`config.mk`:
```
export PLATFORM = sky130hd
export DESIGN_NAME = opnd_sel_stage
export DESIGN_NICKNAME = d
export VERILOG_FILES = /design/src/rtl/opnd_sel_stage.sv
export SDC_FILE = /design/constraint.sdc
export NUM_CORES = 1
export LEC_CHECK = 0
export BUFFER_PORTS_ARGS = -buffer_cell sky130_fd_sc_hd__buf_2
export CORE_MARGIN = 8
export CORE_UTILIZATION = 50
export DETAILED_ROUTE_END_ITERATION = 7
export HOLD_SLACK_MARGIN = 0.1
export PLACE_DENSITY_LB_ADDON = 0.3
export SKIP_CTS_REPAIR_TIMING = 1
export SLEW_MARGIN = 20
export SYNTH_ARGS = -nofsm -noshare
export SYNTH_HDL_FRONTEND = slang
export SYNTH_SLANG_ARGS = --single-unit
```
`constraint.sdc`:
```
create_clock -name clk -period 17.2 [get_ports clk]
set_clock_uncertainty 0.15 [all_clocks]
set_input_delay 1.72 -clock clk [delete_from_list [all_inputs] [get_ports clk]]
set_output_delay 1.72 -clock clk [all_outputs]
set_load 0.005 [all_outputs]
```
`src/rtl/opnd_sel_stage.sv`:
```
// Decode-to-execute operand stage: resolves ALU/AGU/CSR source selects and holds the result in the EX register.
// Optional one-entry skid buffer in front of the EX register when OPSEL_SKID_EN is defined.

`ifndef ALUSrcA_sel_width
`define ALUSrcA_sel_width 2
`define ALUSrcA_sel_rs1   2'd0
`define ALUSrcA_sel_pc    2'd1
`define ALUSrcA_sel_0     2'd2
`define ALUSrcA_sel_nop   2'd3
`endif

`ifndef ALUSrcB_sel_width
`define ALUSrcB_sel_width 2
`define ALUSrcB_sel_rs2   2'd0
`define ALUSrcB_sel_imm   2'd1
`define ALUSrcB_sel_4     2'd2
`define ALUSrcB_sel_nop   2'd3
`endif

`ifndef AGUSrc_sel_width
`define AGUSrc_sel_width  2
`define AGUSrc_sel_rs1    2'd0
`define AGUSrc_sel_pc     2'd1
`define AGUSrc_sel_nop    2'd2
`endif

`ifndef CSRSrc_sel_width
`define CSRSrc_sel_width  2
`define CSRSrc_sel_rs1    2'd0
`define CSRSrc_sel_imm    2'd1
`define CSRSrc_sel_nop    2'd2
`endif

module opnd_sel_stage #(
  parameter int XLEN   = 32,
  parameter int CTRL_W = 32
) (
  input  logic                          clk,
  input  logic                          rst,
  input  logic                          in_valid,
  output logic                          in_ready,
  input  logic [`ALUSrcA_sel_width-1:0] alu_a_sel,
  input  logic [`ALUSrcB_sel_width-1:0] alu_b_sel,
  input  logic [`AGUSrc_sel_width-1:0]  agu_sel,
  input  logic [`CSRSrc_sel_width-1:0]  csr_sel,
  input  logic [XLEN-1:0]               rs1_data,
  input  logic [XLEN-1:0]               rs2_data,
  input  logic [XLEN-1:0]               pc,
  input  logic [XLEN-1:0]               imm,
  input  logic [4:0]                    zimm,
  input  logic [CTRL_W-1:0]             ctrl_in,
  input  logic                          flush,
  output logic                          out_valid,
  input  logic                          out_ready,
  output logic [XLEN-1:0]               alu_a,
  output logic [XLEN-1:0]               alu_b,
  output logic [XLEN-1:0]               agu_base,
  output logic [XLEN-1:0]               agu_off,
  output logic [XLEN-1:0]               csr_src,
  output logic [XLEN-1:0]               rs2_out,
  output logic [CTRL_W-1:0]             ctrl_out
);

  typedef struct packed {
    logic [XLEN-1:0]   alu_a;
    logic [XLEN-1:0]   alu_b;
    logic [XLEN-1:0]   agu_base;
    logic [XLEN-1:0]   agu_off;
    logic [XLEN-1:0]   csr_src;
    logic [XLEN-1:0]   rs2;
    logic [CTRL_W-1:0] ctrl;
  } opnd_t;

  opnd_t res;
  opnd_t m_q;
  logic  m_valid;
  logic  in_fire;
  logic  out_fire;
  logic  m_open;

  // Nop and unlisted select codes all resolve to zero.
  always_comb begin
    res = '0;
    case (alu_a_sel)
      `ALUSrcA_sel_rs1: res.alu_a = rs1_data;
      `ALUSrcA_sel_pc:  res.alu_a = pc;
      default:          res.alu_a = '0;
    endcase
    case (alu_b_sel)
      `ALUSrcB_sel_rs2: res.alu_b = rs2_data;
      `ALUSrcB_sel_imm: res.alu_b = imm;
      `ALUSrcB_sel_4:   res.alu_b = XLEN'(4);
      default:          res.alu_b = '0;
    endcase
    case (agu_sel)
      `AGUSrc_sel_rs1: res.agu_base = rs1_data;
      `AGUSrc_sel_pc:  res.agu_base = pc;
      default:         res.agu_base = '0;
    endcase
    case (csr_sel)
      `CSRSrc_sel_rs1: res.csr_src = rs1_data;
      `CSRSrc_sel_imm: res.csr_src = {{(XLEN-5){1'b0}}, zimm};
      default:         res.csr_src = '0;
    endcase
    res.agu_off = imm;
    res.rs2     = rs2_data;
    res.ctrl    = ctrl_in;
  end

  // Handshake: a transfer happens on a rising edge where valid and ready are both high;
  // valid and its payload never change while waiting for ready, except on flush or reset.
  assign in_fire  = in_valid & in_ready;
  assign out_fire = m_valid & out_ready;
  assign m_open   = !m_valid | out_fire;

`ifdef OPSEL_SKID_EN
  opnd_t s_q;
  logic  s_valid;

  // in_ready comes straight from a flop, so it never depends on out_ready this cycle.
  assign in_ready = !s_valid;

  always_ff @(posedge clk or posedge rst) begin
    if (rst) begin
      m_valid <= 1'b0;
      s_valid <= 1'b0;
      m_q     <= '0;
    end else if (flush) begin
      m_valid <= 1'b0;
      s_valid <= 1'b0;
    end else if (m_open) begin
      if (s_valid) begin
        m_q     <= s_q;
        m_valid <= 1'b1;
        s_valid <= 1'b0;
      end else if (in_fire) begin
        m_q     <= res;
        m_valid <= 1'b1;
      end else begin
        m_valid <= 1'b0;
      end
    end else if (in_fire) begin
      s_valid <= 1'b1;
    end
  end

  always_ff @(posedge clk) begin
    if (!flush && !m_open && in_fire) begin
      s_q <= res;
    end
  end
`else
  assign in_ready = m_open;

  always_ff @(posedge clk or posedge rst) begin
    if (rst) begin
      m_valid <= 1'b0;
      m_q     <= '0;
    end else if (flush) begin
      m_valid <= 1'b0;
    end else if (m_open) begin
      m_valid <= in_fire;
      if (in_fire) begin
        m_q <= res;
      end
    end
  end
`endif

  assign out_valid = m_valid;
  assign alu_a     = m_q.alu_a;
  assign alu_b     = m_q.alu_b;
  assign agu_base  = m_q.agu_base;
  assign agu_off   = m_q.agu_off;
  assign csr_src   = m_q.csr_src;
  assign rs2_out   = m_q.rs2;
  assign ctrl_out  = m_q.ctrl;

endmodule
```
# Yosys cells after proc, flatten, opt, wreduce, memory -nomap -nowiden
# Index checks and enable logic that the tools add are counted.
word_totals:
  latch_bits: 0
  regBits: 225
  mem_bits_rw: 0
  mem_bits_ro: 0
  output_inout_bits: 226
  n_memories: 0
  inputBits: 178
  wordCells: 30
classes:
  n_lt_le_gt_ge: 0
  n_mul: 0
  addsub: 0
  n_reduce_logical: 7
  n_mux: 6
  n_div: 0
  n_eq_ne: 5
  bitwise: 4
  shifts: 0
ops:
  columns: ["op", "n"]
  rows:
  - ["$pmux W32 S2", 3]
  - ["$pmux W32 S3", 1]
  - ["$eq A2 B1 Y1 const B", 4]
  - ["$logic_not A2 Y1", 4]
  - ["$reduce_and A3 Y1", 1]
  - ["$and A1 B1 Y1", 2]
  - ["$eq A2 B2 Y1 const B", 1]
  - ["$mux W1", 2]
  - ["$reduce_bool A2 Y1", 1]
  - ["$logic_not A1 Y1", 1]
  - ["$not A1 Y1", 1]
  - ["$or A1 B1 Y1", 1]

# Logic depth before layout (Yosys ltp)
# Gate-level depths: netlist of run 1.
logic_depth:
  ltp_word: 5
  mapped_depth: 6
  ltp_nobuf: 3

# Least setup slack after synthesis of run 1
# OpenSTA, ideal clock, no wires.
synth_path:
  path_kind: "input -> output"
  from: "input out_ready"
  to: "output in_ready"
  required_time_ps: 15330
  path_stages: 2
  n_path_buf: 0
  arrival_ps: 1881
  slack_ps: 13449
  cell_sequence: "nor2b_4 inv_1"
synth_via:
  elab_chain_cells: 2
synth_lines:
  columns: ["element", "line", "rtl"]
  rows:
  - ["start: declaration", "54", "input logic out_ready,"]
  - ["$and A1 B1 Y1", "113", "assign out_fire = m_valid & out_ready;"]
  - ["$or A1 B1 Y1", "114", "assign m_open = !m_valid | out_fire;"]
  - ["end: declaration", "41", "output logic in_ready,"]
# Every way passes these cells.

# Worst setup path after layout of run 1
# Ends and elaborated chain as after synthesis.

==> out/summary.txt, run 1 <==
run status = finished, final reports clean
via count = 7,340
I/O pin cnt = 404
placement-stage worst setup slack = 12,810 ps
CTS Root Cell = clkbuf_16
Tot Pwr = 1.46 mW
Post-Route Setup TNS = 0 ps
number of distinct library cell variants in the gate-level netlist after synthesis = 20
routed length per instance = 20.8 µm
average size of a mapped cell = 13.9 µm²
WP data required = 15,330 ps
Pre-Repair DR Iteration Count = 4
Hold Vio Cnt, Final = 0
pwr dens = 110 mW/mm²
Cell Rows = 53
commonest cells after routing, fill and taps aside = 403 x buf_2, 225 x dfrtp_1, 127 x mux2i_1
fraction of final layout cells sized beyond drive strength 1 = 54.8%
Finish-stage setup viols = 0
data arrival at the endpoint of the critical path = 2140 ps
cell area reported after detailed placement = 0.0126 mm²
fill cell instance count of the final layout = 1,666
post-layout minimum cycle time = 4010 ps
endpoint class of the critical path = primary output
clock latency on the worst-skew pair = 500 ps
Synth Cell Area = 0.0106 mm²
residual overflow from global routing = 0
Die Height = 162 µm
CTS tree = yes
residual DRC count = 0
Peak supply drop = 84.1 µV
transition time at the pin with the least slew margin = 1090 ps
Synth warnings = 0
clock transition at the registers of the reported paths = 60 ps
Num CTS Buffers = 25
Bufs on Longest Clock Path = 3
highest achievable clock rate = 249 MHz
DRT iter0 DRCs = 345
crit share post-route = 23.3%
Slew Limit Headroom = 27.5%
Max Cap Viol = 0
Clock H-tree levels = 1
class of the worst hold path = flip-flop to flip-flop
net count of the finished layout = 1,326
number of global-route vias before repair = 8,119
die area = 0.0262 mm²
wire length reported by the detailed router = 30,000 µm
path type of the worst setup path = input pin to primary output
unrepaired setup endpoints after global routing = no
GPL Wtd Cong = 0.795
Final Max Tran Viols = 0
reported leakage power = 7.00 nW
Core Box Area = 0.0210 mm²
Via density = 5.09
largest net degree at the start of global routing = 136
remaining antenna violation count after routing = 0
most common library cell in the layout ignoring fill and taps = buf_2
wire length of the first global-routing pass = 45,900 µm
Yosys reg bits = 225
die boundary width = 162 µm
input/output buffers = 403
sequential fraction of the synthesis area = 53.0%
Clock Sink Count = 225
overall routing resource usage = 22.0%
CP startpoint kind = input pin
detailed placer's ending HPWL = 21,700 µm
Finished Cell Area = 0.0133 mm²
worst setup margin = 13,190 ps
net count after synthesis = 941
largest fanout on the critical path = 3
initial antenna violation count = 7
gate count after technology mapping = 763
effective utilization at floorplan = 50.7%
Syn-to-layout area delta = 25.4%
==> Yosys cell counts <==
library cell | number | area share (%)
a21oi_1 | 1 | 0.047
buf_12 | 11 | 2.1
buf_2 | 14 | 0.66
buf_4 | 6 | 0.42
buf_6 | 4 | 0.42
buf_8 | 4 | 0.57
clkbuf_1 | 11 | 0.39
dfrtp_1 | 225 | 53
inv_1 | 29 | 1.0
mux2_1 | 3 | 0.32
mux2_2 | 94 | 10
mux2_4 | 100 | 14
mux2i_1 | 127 | 12
nand2_1 | 27 | 0.95
nand2b_1 | 1 | 0.059
nor2_1 | 102 | 3.6
nor2_2 | 1 | 0.059
nor2b_4 | 1 | 0.13
nor3_1 | 1 | 0.047
nor3b_2 | 1 | 0.12
==> layout make-up <==
class	count	area, µm²	area share (%)
Antenna cell	3	7.51	0.0564
Clock buffer	38	694	5.22
Clock inverter	4	45.0	0.338
Inverter	29	116	0.874
Multi-Input combinational cell	459	4400	33.1
Sequential cell	225	5630	42.3
Tap cell	275	344	2.58
Timing Repair Buffer	408	2070	15.6
==> path summary, 6_finish.rpt <==
| kind | startpoint | endpoint | slack (ps) | depth (start not counted) |
|---|---|---|---|---|
| max reg2reg | out_valid | csr_src[3] | 14210 | 4 |
| min | agu_off[0] | agu_off[0] | 340 | 1 |
| max in group asynchronous | rst | ctrl_out[2] | 14470 | 3 |
| min reg2reg | agu_off[0] | agu_off[0] | 340 | 1 |
| max | out_ready | in_ready | 13190 | 4 |
| min in group asynchronous | rst | agu_off[24] | 1180 | 2 |
==> power breakdown <==
part           internal, mW  switching, mW
clock                 0.291          0.204
combinational         0.171          0.136
sequential            0.611         0.0470
==> worst max-delay path, stage by stage <==
cell	delay (ps)
buf_2	110
nor2b_4	140
inv_1	50
buf_2	120
==> routing by layer <==
layer | GRT usage [%] | share of wire [%] | up-vias
li1 | - | - | 3367
met1 | 25.6 | 39 | 3601
met5 | 0 | 0.15 | -
met3 | 8.35 | 9.4 | 72
met2 | 36.0 | 48 | 292
met4 | 9.22 | 3.9 | 8
==> through the flow <==
step	hold WS (ps)	instances	utilization (%)
2_1_floorplan	333	763	-
3_3_place_gp	315	1396	59.9
3_5_place_dp	324	1396	59.9
4_1_cts	337	1438	63.5
5_1_grt	364	1441	63.5
6_report	340	1441	63.5
==> registers in the layout, summed over array words and instances (netlist names) <==
| name | count |
|---|---|
| rs2_out | 32 |
| alu_b | 32 |
| csr_src | 32 |
| ctrl_out | 32 |
| agu_base | 32 |
| out_valid | 1 |
| agu_off | 32 |
| alu_a | 32 |
==> kinds of logic after synthesis <==
logic type	count (synthesis)	synth area share [%]
DFF	225	53.0
muxes	324	36.4
and+or+nand+nor	134	4.97
buffers and inverters	79	5.56
AOI/OAI and AO/OA	1	0.0471
(Power assumes the default switching activity.)
==> run 2: changes to the inputs <==
Clock period 17.2 ns to 3.8 ns, I/O delays scaled along.
==> run 2 against run 1 <==
Compared with the run above:
- routed wire length increased by 10%
- highest routed layer is now met4
- non-clock buffer count increased by 127
- sequential cell count unchanged
- critical endpoint is now alu_a[30]
- via count increased by 8.9%
- largest cell class unchanged
- sequential share of layout area decreased by 4.1 points
- critical path type is now input pin to flip-flop
==> out/summary.txt, run 2 (same netlist as run 1, synthesis figures left out) <==
run status = finished, final reports clean
number of global-route vias before repair = 7,889
Pre-Repair DR Iteration Count = 4
path type of the worst setup path = input pin to flip-flop
Peak supply drop = 457 µV
remaining antenna violation count after routing = 0
largest fanout on the critical path = 111
wire length reported by the detailed router = 33,100 µm
fraction of final layout cells sized beyond drive strength 1 = 50.1%
Final Max Tran Viols = 0
die area = 0.0262 mm²
crit share post-route = 59.4%
Post-Route Hold Slack = 96.0 ps
clock latency on the worst-skew pair = 520 ps
placement-stage worst setup slack = 1650 ps
Core Box Area = 0.0210 mm²
reg2reg setup slack = 1550 ps
transition time at the pin with the least slew margin = 1060 ps
largest net degree at the start of global routing = 136
worst path bufs/invs = 3
via count = 7,995
Clock H-tree levels = 1
commonest cells after routing, fill and taps aside = 403 x buf_2, 225 x dfrtp_1, 127 x mux2i_1, 127 x dlygate4sd3_1, 102 x nor2_1
Bufs on Longest Clock Path = 3
Die Height = 162 µm
class of the worst hold path = input pin to flip-flop
residual DRC count = 0
cells along the critical path = dlygate4sd3_1 -> buf_2 -> nor3b_4 -> buf_12 -> mux2_2
largest delay contributor family on the critical path = buffers and inverters
Finished Cell Area = 0.0148 mm²
worst setup margin = 1540 ps
CTS tree = yes
Max Cap Viol = 0
reported leakage power = 7.61 nW
data arrival at the endpoint of the critical path = 2510 ps
worst stage delay on the critical path = 540 ps
Cell Rows = 53
routed length per instance = 21.1 µm
Via density = 5.09
I/O pin cnt = 404
overall routing resource usage = 21.4%
effective utilization at floorplan = 50.7%
Hold Vio Cnt, Final = 0
endpoint class of the critical path = flip-flop
DRT iter0 DRCs = 375
die boundary width = 162 µm
WP data required = 4050 ps
initial antenna violation count = 3
wire length of the first global-routing pass = 44,800 µm
CTS Root Cell = clkbuf_16
highest achievable clock rate = 443 MHz
most common library cell in the layout ignoring fill and taps = buf_2
Finish-stage setup viols = 0
net count of the finished layout = 1,453
clock transition at the registers of the reported paths = 60 ps
unrepaired setup endpoints after global routing = no
detailed placer's ending HPWL = 21,100 µm
Worst path slowest cell = buf_12
pwr dens = 479 mW/mm²
Syn-to-layout area delta = 38.9%
Slew Limit Headroom = 29.1%
Clock Sink Count = 225
input/output buffers = 403
Num CTS Buffers = 25
CP startpoint kind = input pin
GPL Wtd Cong = 0.814
Post-Route Setup TNS = 0 ps
residual overflow from global routing = 0
post-layout minimum cycle time = 2260 ps
cell area reported after detailed placement = 0.0126 mm²
utilization after layout = 70.4%
==> run 2: layout make-up <==
cell class                      instances  area [µm²]
Tap cell                              275         344
Multi-Input combinational cell        459        4410
Fill cell                            1412        6200
Inverter                               29         113
Timing Repair Buffer                  535        3380
Clock buffer                           36         747
Sequential cell                       225        5630
Antenna cell                            3        7.51
Clock inverter                          9         128
==> run 2: where the power goes <==
| group | switching, mW | internal, mW | leakage, nW |
|---|---|---|---|
| combinational | 0.671 | 0.864 | 4.37 |
| clock | 0.987 | 1.57 | 0.436 |
| sequential | 0.220 | 2.77 | 2.81 |
| total | 1.88 | 5.20 | 7.61 |
==> run 2: worst paths after layout <==
check                            from           to  cells past startpoint
max in group asynchronous         rst   csr_src[2]                      4
max                             flush    alu_a[30]                      5
max reg2reg                 out_valid    alu_a[30]                      4
min                           zimm[1]   csr_src[1]                      4
min reg2reg                agu_off[2]   agu_off[2]                      1
min in group asynchronous         rst  csr_src[24]                      4
==> run 2: worst register-to-register path, stage by stage (launching register included) <==
cell,delay [ps]
dfrtp_1,400
nor2b_4,150
nor3b_4,310
buf_12,550
mux2_2,580
==> run 2: stage by stage <==
step,cells,power [mW]
3_3_place_gp,1396,4.37
6_report,1571,7.07
5_1_grt,1571,7.36
2_1_floorplan,763,3.74
4_1_cts,1441,6.98
3_5_place_dp,1396,4.41
==> run 2: metal layers <==
| metal | global-route usage [%] | vias up | routed length [µm] |
|---|---|---|---|
| li1 | - | 3621 | - |
| met1 | 24.9 | 3983 | 12500 |
| met2 | 36.1 | 331 | 16800 |
| met3 | 8.15 | 60 | 2890 |
| met4 | 6.48 | 0 | 896 |
| met5 | 0 | - | 0 |
==> run 3: changes to the inputs <==
Settings changed: CORE_UTILIZATION 50 to 45.
Clock period 3.8 ns to 1.9 ns, I/O delays scaled along.
==> run 3 against run 2 <==
Compared with the run above:
- the flow now finishes with violations (hold timing)
- critical path depth increased by 1
- combinational power increased by 110%
- via count increased by 6.1%
- critical path type is now flip-flop to flip-flop
==> out/summary.txt, run 3 (same netlist as run 1, synthesis figures left out) <==
run status = complete, but fails checks
violated checks = hold timing
switching share of power = 27.5%
start of the worst register-to-register path = out_valid
relative contribution of sequential cells to total power = 41.7%
CTS tree = yes
Clock Sink Count = 225
filler-free cell count of the finished design = 1,706
Post-Route Hold Slack = -78.2 ps
WP data required = 2160 ps
Met3 Wirelength = 2820 µm
number of instances in the placed design = 1,469
GPL Wtd Cong = 0.773
Syn-to-layout area delta = 49.0%
I/O pin cnt = 404
remaining antenna violation count after routing = 0
Core Box Area = 0.0233 mm²
class of the worst hold path = input pin to flip-flop
worst stage delay on the critical path = 380 ps
pwr dens = 908 mW/mm²
Routed met2 length = 17,800 µm
critical hold path startpoint = csr_sel[1]
Hold Vio Cnt, Final = 4
worst path bufs/invs = 3
largest fanout on the critical path = 15
Worst path slowest cell = dfrtp_1
Slew Limit Headroom = 64.5%
detailed placer's ending HPWL = 23,500 µm
reported leakage power = 8.06 nW
die boundary width = 170 µm
Post-Route Setup TNS = 0 ps
data arrival at the endpoint of the critical path = 2160 ps
routed length per instance = 20.9 µm
cells along the critical path = nor2b_4 -> nor3b_4 -> buf_4 -> buf_12 -> buf_4 -> mux2_2
residual DRC count = 0
CP startpoint kind = flip-flop
largest net degree at the start of global routing = 82
Bufs on Longest Clock Path = 3
worst setup margin = 0.717 ps
Final Max Tran Viols = 0
initial antenna violation count = 0
largest delay contributor family on the critical path = buffers and inverters
post-layout minimum cycle time = 1900 ps
wire length reported by the detailed router = 35,700 µm
Peak supply drop = 908 µV
uppermost layer routed = met4
overall routing resource usage = 20.6%
die area = 0.0288 mm²
Hold Crit Endpoint = csr_src[4]
wire length the detailed router placed on met1 = 13,800 µm
share of total power in combinational logic = 22.9%
path type of the worst setup path = flip-flop to flip-flop
reg2reg setup slack = 0.7 ps
DRT iter0 DRCs = 524
number of global-route vias before repair = 8,185
fraction of final layout cells sized beyond drive strength 1 = 49.2%
clock transition at the registers of the reported paths = 70 ps
Num CTS Buffers = 25
highest achievable clock rate = 527 MHz
clock latency on the worst-skew pair = 530 ps
part of the total power dissipated in the clock network = 35.4%
unrepaired setup endpoints after global routing = yes
most common library cell in the layout ignoring fill and taps = buf_2
destination of the worst register-to-register timing path = rs2_out[14]
commonest cells after routing, fill and taps aside = 403 x buf_2, 225 x dfrtp_1, 185 x dlygate4sd3_1
Max Cap Viol = 0
Clock H-tree levels = 1
Finish-stage setup viols = 0
CTS Root Cell = clkbuf_16
transition time at the pin with the least slew margin = 533 ps
most frequent cell on the critical path = buf_4
Cell Rows = 56
cell area reported after detailed placement = 0.0130 mm²
crit share post-route = 100%
Die Height = 170 µm
Finished Cell Area = 0.0158 mm²
Min-Delay Path Depth = 3
Worst Reg2Reg Path Length in Cells = 6
effective utilization at floorplan = 45.5%
input/output buffers = 403
sw power = 3.95 mW
net count of the finished layout = 1,543
residual overflow from global routing = 0
wire length of the first global-routing pass = 47,000 µm
via count = 8,486
Pre-Repair DR Iteration Count = 4
endpoint class of the critical path = flip-flop
placement-stage worst setup slack = -4.27 ps
Via density = 4.97
Internal Dissipation = 10.4 mW
-- run 3: changes by cell type in the layout (fill, tap and decap cells not counted), sizes merged --
cell / before / now
dlygate4sd3: 127 / 185
inv: 29 / 30
clkinvlp: 1 / 6
buf: 408 / 439
clkbuf: 36 / 32
-- run 3: layer usage --
layer / track usage (%) / vias up
met5: 0 / -
met4: 6.73 / 0
met3: 7.47 / 71
met2: 34.0 / 348
met1: 24.8 / 4273
li1: - / 3794
-- run 3: area by class of cell --
cell class	instances	area, µm²
diodes	3	7.51
clock buffers	31	678
clock inverters	15	189
fillers	1588	7510
inverters	29	113
multi-input cells	459	4400
flip-flops and latches	225	5630
well taps	319	399
repair buffers	625	4400
-- run 3: worst register-to-register path, delay by kind of cell (launching register included) --
kind          cells  cell delay [ps]
flops             1              380
simple gates      2              320
mux               1              350
buf+inv           3              580
-- run 3: worst max path at each step --
stage	start	end	slack, ps	depth (start not counted)
2_1_floorplan	rst	agu_base[0]	-1380	1
3_3_place_gp	out_valid	alu_a[6]	70	5
3_5_place_dp	out_valid	agu_base[6]	-4	5
4_1_cts	out_valid	agu_base[0]	-8	5
5_1_grt	out_valid	rs2_out[14]	-50	6
6_report	out_valid	rs2_out[14]	0.7	6
-- run 3: power by group through the flow --
stage               logic, mW  clock network (mW)  registers [mW]
floorplan                1.44                   0            6.04
global placement         2.86                   0            6.02
detailed placement       2.93                   0            6.02
CTS                      2.93                5.19            5.96
global route             3.52                5.37            6.06
finish                   3.28                5.09            5.99
-- run 3: metrics by stage --
stage / utilization, % / total power, mW
finish: 67.8 / 14.4
global route: 67.8 / 15.0
CTS: 59.5 / 14.1
detailed placement: 55.8 / 8.95
global placement: 55.8 / 8.88
floorplan: - / 7.48
